$ cat config.mk
export PLATFORM = sky130hd
export DESIGN_NAME = program_counter
export DESIGN_NICKNAME = d
export VERILOG_FILES = /design/src/rtl/program_counter_pkg.sv /design/src/rtl/program_counter_bubble_counter.sv /design/src/rtl/program_counter.sv
export SDC_FILE = /design/constraint.sdc
export NUM_CORES = 1
export LEC_CHECK = 0
export CAP_MARGIN = 20
export CELL_PAD_IN_SITES_DETAIL_PLACEMENT = 1
export CELL_PAD_IN_SITES_GLOBAL_PLACEMENT = 2
export CORE_MARGIN = 5
export CORE_UTILIZATION = 29
export CTS_CLUSTER_SIZE = 10
export DETAILED_ROUTE_END_ITERATION = 6
export GPL_ROUTABILITY_DRIVEN = 0
export PLACE_DENSITY = 0.86
export SETUP_SLACK_MARGIN = 0.15
export SLEW_MARGIN = 0
export SYNTH_ARGS = -nofsm -noshare
export SYNTH_HDL_FRONTEND = slang
export SYNTH_SLANG_ARGS = --single-unit
$ cat constraint.sdc
create_clock -name clk -period 3.29 [get_ports clk]
set_input_delay 0.987 -clock clk [delete_from_list [all_inputs] [get_ports clk]]
set_output_delay 0.987 -clock clk [all_outputs]
set_load 0.05 [all_outputs]
$ cat src/rtl/program_counter_pkg.sv
// Shared CPU package: program-counter FSM states and counter widths.
// Used by program_counter (optional feature macro: PC_MISALIGN_TRAP_EN).
package program_counter_pkg;

    typedef enum logic [1:0] {
        BOOT     = 2'd0,
        RUN      = 2'd1,
        REDIRECT = 2'd2,
        FAULT    = 2'd3
    } pc_state_e;

    localparam int PC_REDIRECT_CNT_W = 16;
    localparam int PC_BUBBLE_W       = 3;

endpackage

$ cat src/rtl/program_counter_bubble_counter.sv
// Loadable down-counter timing the fetch bubble after a redirect.
// Flags zero, and the last non-zero value so the owner can leave one edge early.
module pc_bubble_counter
    import program_counter_pkg::*;
#(
    parameter int W = PC_BUBBLE_W
) (
    input  logic         clk,
    input  logic         reset,
    input  logic         load_i,
    input  logic [W-1:0] load_value_i,
    input  logic         dec_i,
    output logic [W-1:0] count_o,
    output logic         zero_o,
    output logic         last_o
);

    logic [W-1:0] count_q;
    logic [W-1:0] count_d;

    // Load beats decrement so a back-to-back redirect restarts the bubble.
    always_comb begin
        count_d = count_q;
        if (load_i) begin
            count_d = load_value_i;
        end else if (dec_i && (count_q != '0)) begin
            count_d = count_q - W'(1);
        end
    end

    always_ff @(posedge clk or posedge reset) begin
        if (reset) begin
            count_q <= '0;
        end else begin
            count_q <= count_d;
        end
    end

    assign count_o = count_q;
    assign zero_o  = (count_q == '0);
    assign last_o  = (count_q == W'(1));

endmodule

$ cat src/rtl/program_counter.sv
// Fetch program counter with ROB redirect, dual-issue advance and flush freeze.
// Define PC_MISALIGN_TRAP_EN to trap misaligned redirect targets in FAULT.
module program_counter
    import program_counter_pkg::*;
#(
    parameter int           XLEN            = 32,
    parameter logic [XLEN-1:0] RESET_VECTOR = 32'h0000_0000,
    parameter int           REDIRECT_BUBBLE = 1
) (
    input  logic                         clk,
    input  logic                         reset,
    input  logic [XLEN-1:0]              jmp_address,
    input  logic                         write,
    input  logic                         plus_4,
    input  logic                         plus_8,
    input  logic                         delete_tagged,
    output logic [XLEN-1:0]              address,
    output logic                         address_valid,
    output logic [PC_REDIRECT_CNT_W-1:0] redirect_count,
    output logic                         misaligned
);

    pc_state_e                    state_q, state_d;
    logic [XLEN-1:0]              address_q, address_d;
    logic [PC_REDIRECT_CNT_W-1:0] redirect_count_q, redirect_count_d;
    logic                         misaligned_q, misaligned_d;

    logic                         bubble_load;
    logic                         bubble_dec;
    logic [PC_BUBBLE_W-1:0]       bubble_count;
    logic                         bubble_zero;
    logic                         bubble_last;
    logic                         accept_write;

    pc_bubble_counter #(
        .W(PC_BUBBLE_W)
    ) u_bubble (
        .clk          (clk),
        .reset        (reset),
        .load_i       (bubble_load),
        .load_value_i (PC_BUBBLE_W'(REDIRECT_BUBBLE)),
        .dec_i        (bubble_dec),
        .count_o      (bubble_count),
        .zero_o       (bubble_zero),
        .last_o       (bubble_last)
    );

    // Next-state: the per-state behaviour first, then a redirect overrides it.
    always_comb begin
        state_d          = state_q;
        address_d        = address_q;
        redirect_count_d = redirect_count_q;
        misaligned_d     = misaligned_q;
        address_valid    = 1'b0;
        bubble_load      = 1'b0;
        bubble_dec       = 1'b0;
        accept_write     = 1'b0;

        case (state_q)
            BOOT: begin
                state_d = RUN;
            end
            RUN: begin
                address_valid = !delete_tagged;
                if (!delete_tagged) begin
                    if (plus_8) begin
                        address_d = address_q + XLEN'(8);
                    end else if (plus_4) begin
                        address_d = address_q + XLEN'(4);
                    end
                end
            end
            REDIRECT: begin
                bubble_dec = 1'b1;
                if (bubble_last || bubble_zero) begin
                    state_d = RUN;
                end
            end
            default: begin
                state_d = FAULT;
            end
        endcase

        if (write && (state_q != FAULT)) begin
`ifdef PC_MISALIGN_TRAP_EN
            if (jmp_address[1:0] != 2'b00) begin
                state_d      = FAULT;
                address_d    = address_q;
                misaligned_d = 1'b1;
                bubble_dec   = 1'b0;
            end else begin
                accept_write = 1'b1;
            end
`else
            accept_write = 1'b1;
`endif
        end

        if (accept_write) begin
            state_d     = REDIRECT;
            address_d   = jmp_address & ~XLEN'(3);
            bubble_load = 1'b1;
            bubble_dec  = 1'b0;
            if (redirect_count_q != '1) begin
                redirect_count_d = redirect_count_q + PC_REDIRECT_CNT_W'(1);
            end
        end
    end

    always_ff @(posedge clk or posedge reset) begin
        if (reset) begin
            state_q          <= BOOT;
            address_q        <= RESET_VECTOR;
            redirect_count_q <= '0;
            misaligned_q     <= 1'b0;
        end else begin
            state_q          <= state_d;
            address_q        <= address_d;
            redirect_count_q <= redirect_count_d;
            misaligned_q     <= misaligned_d;
        end
    end

    assign address        = address_q;
    assign redirect_count = redirect_count_q;
`ifdef PC_MISALIGN_TRAP_EN
    assign misaligned     = misaligned_q;
`else
    assign misaligned     = 1'b0;
`endif

endmodule

=== Word level (Yosys, flattened, before mapping) ===
Index checks and enable logic that the tools add are counted.
Widths: inputs -> output; s select.

* Register bits after elaboration: 53
* Latch bits: 0
* Bits in writable memories: 0
* Memory bits (read-only): 0
* Memories: 0

* $add $sub $neg: 4
* $mul: 0
* Div/mod/pow operators: 0
* Magnitude comparators: 0
* Equality and inequality tests: 8
* Shift-type cells: 0
* Muxes and demuxes: 15
* Bitwise gates (word level): 0
* Reductions and logical operators: 13

{| class="wikitable"
|+ Operator list
! kind !! number
|-
| $mux 32 || 5
|-
| $add 32x3->32 const B || 1
|-
| $add 32x4->32 const B || 1
|-
| $add 16x1->16 const B || 1
|-
| $ne 16x16->1 const B || 1
|-
| $mux 3 || 2
|-
| $pmux 2 s3 || 1
|-
| $reduce_bool 3->1 || 2
|-
| $mux 1 || 5
|-
| $mux 2 || 2
|-
| $ne 2x2->1 const B || 2
|-
| $reduce_and 2->1 || 2
|-
| $reduce_bool 2->1 || 2
|-
| $eq 3x1->1 const B || 1
|-
| $logic_not 3->1 || 1
|-
| $ne 3x3->1 const B || 1
|-
| $reduce_and 3->1 || 1
|-
| $sub 3x1->3 const B || 1
|-
| $eq 2x1->1 const B || 1
|-
| $eq 2x2->1 const B || 1
|-
| $logic_and 1x1->1 || 2
|-
| $logic_not 2->1 || 1
|-
| $ne 2x1->1 const B || 1
|-
| $logic_not 1->1 || 1
|-
| $logic_or 1x1->1 || 1
|}

=== Logic depth before layout (Yosys ltp) ===
Gate-level depths: netlist of the first run.

* Word-level depth: 7
* Depth in mapped cells: 7
* Mapped depth without buffers: 7

=== Modules after synthesis ===
Synthesis of the first run repeated with hierarchy kept, for this count alone.

* Cell total of the unflattened synthesis: 328
* Area total of the unflattened synthesis: 2996.6 um2

{| class="wikitable"
|+ By module, submodules not included
! module !! times used !! cells an instance !! area an instance (um2) !! seq. area each (um2)
|-
| program_counter || 1 || 302 || 2767.7 || 1201.2
|-
| pc_bubble_counter || 1 || 26 || 229.0 || 75.1
|}

=== Worst setup path after synthesis of the first run ===
No wires, ideal clock.

* Kind: in2reg
* Start point: in delete_tagged
* End point: reg address_q[30] (netlist: address[30])
* Setup time: 0.082 ns
* Arrival time: 2.884 ns
* Required time: 3.208 ns
* Slack: 0.324 ns
* Stages: 5
* Path buffers: 0
* Path through: nor3b_4 -> o21ai_2 -> or4b_4 -> or4_1 -> a31oi_1

* Cells in the longest elaborated chain, start to end: 2

{| class="wikitable"
|+ RTL lines
! element !! RTL line !! RTL
|-
| from (decl) || program_counter.sv:16 || <nowiki>input logic delete_tagged,</nowiki>
|-
| $ne 2x1->1 (no source line) || -- ||
|-
| $reduce_and 3->1 (no source line) || -- ||
|-
| to (signal assigned) || program_counter.sv:118 || <nowiki>address_q <= address_d;</nowiki>
|-
| to (decl) || program_counter.sv:24 || <nowiki>logic [XLEN-1:0] address_q, address_d;</nowiki>
|}

Every way passes these cells.
A chain may end at the register's enable or synchronous reset.

=== Worst setup path in the final report of the first run ===
* Start point: in delete_tagged
* End point: out address_valid

* Cells in the longest elaborated chain, start to end: 2

{| class="wikitable"
|+ RTL lines
! element !! RTL line !! RTL
|-
| $logic_not 1->1 || -- ||
|-
| $mux 1 || program_counter.sv:59 || <nowiki>case (state_q)</nowiki>
|-
| to (decl) || program_counter.sv:18 || <nowiki>output logic address_valid,</nowiki>
|}

Every way passes these cells.

==> results of run 1 <==
-- routing by layer --
metal	part of all wire [%]	up-vias
met5	0	-
met4	0.84	0
met3	7.0	7
met2	45	65
met1	47	1172
li1	-	1207
-- power groups by stage --
stage,registers (mW),logic [mW],clock network (mW)
after global routing,1.23,2.05,0.400
final,1.17,1.92,0.358
after floorplan,1.84,0.553,0
after detailed placement,1.19,1.94,0
after global placement,1.17,1.90,0
after CTS,1.18,1.95,0.377
-- final timing paths --
kind	depth (start not counted)	startpoint	to	slack, ns
min in group asynchronous	2	reset	address[27]	0.99
max	4	delete_tagged	address_valid	0.36
min	1	redirect_count[8]	redirect_count[8]	0.51
min reg2reg	1	redirect_count[8]	redirect_count[8]	0.51
max reg2reg	5	address[5]	address[30]	1.13
max in group asynchronous	3	reset	address[9]	1.70
-- worst max-delay path: stages --
cell and delay [ns]:
clkdlybuf4s50_1 0.45, nor3b_4 0.22, buf_4 0.16, buf_12 0.13
-- cells by family after synthesis --
group | share of synthesized area, %
and+or+nand+nor | 24.4
AOI/OAI and AO/OA | 10.8
DFF | 46.3
xor gates and xnor gates | 11.8
buffers and inverters | 3.18
adders and majority gates | 2.72
muxes | 0.772
other | 0.136
-- per-stage QoR --
stage                     hold WS [ns]  setup WS [ns]  util [%]  power (mW)  area, um2
after global routing             0.532          0.297      41.7        3.68       3850
after detailed placement         0.493          0.178      40.8        3.13       3770
after CTS                        0.510          0.340      41.7        3.50       3850
after global placement           0.478          0.219      40.8        3.08       3770
after floorplan                  0.515          0.324         -        2.40       2760
final                            0.509          0.357      41.7        3.45       3850
-- flip-flops by register name (all words and copies together) (netlist names) --
signal            cells
state_q               2
address              30
redirect_count       16
u_bubble.count_o      3
-- cells in the final DEF, fill, tap and decap left out, drive strengths merged, types with 5 or more instances in the layout --
cell type | netlist | layout
a31oi | 10 | 10
xor2 | 25 | 25
o21ai | 29 | 29
nand2 | 38 | 38
dfrtp | 51 | 51
clkbuf | 8 | 7
ha | 6 | 6
a21oi | 5 | 5
nand4 | 13 | 13
buf | 7 | 10
xnor2 | 12 | 12
clkdlybuf4s50 | 0 | 81
and3 | 9 | 9
nor2 | 23 | 23
or3 | 7 | 7
nand3 | 15 | 15
and4 | 5 | 5
-- area by class of cell --
class / instances / share of cell area, %
clock buffer: 7 / 1.98
clock inverter: 1 / 0.130
inverter: 4 / 0.390
multi-input combinational: 228 / 36.8
sequential: 51 / 33.1
tap: 129 / 4.19
timing repair buffer: 91 / 23.3
==> impl_results.md, run 1 <==
- Crit start category: input pin
- Max-slew violation count: 0
- Most frequent cells after synthesis: dfrtp_1, nand2_1, o21ai_0
- Synth top area share: 46.3%
- GRT busiest layer: met2
- Synth top area cells: dfrtp_1, xor2_1, nand2_1, o21ai_0, xnor2_1
- Register bit count reported by yosys: 51
- Slew headroom: 58.6%
- Clock transition at path regs: 0.09 ns
- Reg power frac: 33.9%
- RSZ-0062 raised after global routing: no
- Fin crit share: 89.1%
- Met1 Use GR: 18.9%
- Arr. time, crit path: 1.95 ns
- Drt initial violations: 41
- Post-layout nets: 425
- TritonCTS Buffers: 5
- CP required: 2.30 ns
- Placed insts: 503
- Maximum clock insertion buffer count: 2
- Drt pass-1 iters: 4
- Dpl hpwl: 6040 um
- Area grow syn2layout: 39.7%
- WL/cell: 15.6 um
- Leak: 1.53 nW
- Number of flops mapped to enable cells by yosys: 0
- Post-Syn Area: 0.00276 mm2
- Via density per instance: 4.80
- Top_reg_cell synth: dfrtp_1
- Ys Warns: 0
- Filler instances: 1076
- Layout cells sized above 1: 6.02%
- Initial antenna violation count: 0
- Clock sinks: 51
- Synth unique cells: 37
- Clk_lat worst skew: 0.30 ns
- Core box area: 0.00924 mm2
- Net switching share of the total power: 50.7%
- Type of the worst setup path: input pin to primary output
- Rows: 35
- Fin cells: 511
- Met2 usage: 21.8%
- FF+latch area: 0.00128 mm2
- CTS tree: yes
- Crit end category: primary output
- Met3 usage: 4.38%
- Most numerous cell in the Yosys netlist: dfrtp_1
- Post-synth ARST share: 100%
- Tot GR Track Use: 14.0%
- Largest net degree at the start of global routing: 41
- Footprint of the multi-input gates: 0.00142 mm2
- Final ANT Viol Nets: 0
- Max VDD drop: 445 uV
- # hold bufs at CTS: 0
- Height of the die: 107 um
- Die Area: 0.0116 mm2
- Gr ovfl total: 0
- Cells after Synth: 296
- Min-Delay Path Class: register to register
- DRC: 0
- # H-tree levels: 2
- Psw: 1.75 mW
- Worst Skew: 0.00623 ns
- Sequential area share after synthesis: 46.3%
- Maximum clock frequency: 0.341 GHz
- Port Buf Inserts: 82
- I/O pin cnt: 88
- Fin Setup TNS: 0 ns
- Combinational share of power: 55.7%
- Vias: 2451
- Int Pwr: 1.70 mW
- Dominant cell type by area after synthesis: dfrtp_1
- Antenna cells: 0
- Clock network fraction of total power: 10.4%
- Total Wirelength: 7990 um
- Vias in the first global route: 2564
- PD cells: 896 mW/mm2
- Run status: finished, final reports clean
- Resize count post-CTS: 0
- Clk root buf: clkbuf_8
- First-pass GRT wire length: 12800 um
- Final min period: 2.93 ns
- Avg Inst Size Synth: 9.31 um2
- Max capacitance violation total: 0
- CP max FO: 3
- Final setup viols: 0
- Worst-Margin Slew: 0.620 ns
- Post-CTS setup repair buffer count: 0
- Starting Density: 29.8%
- Die X: 107 um
- Fin. Hold Viols: 0
No activity file was read; power rests on OpenSTA's default activity.
==> run 2: changes to the inputs <==
CAP_MARGIN = unset   (was 20)
SKIP_CTS_REPAIR_TIMING = 1   (was unset)
==> results of run 2 <==
Same layout as run 1: the final DEF is identical, and so are final timing and power.
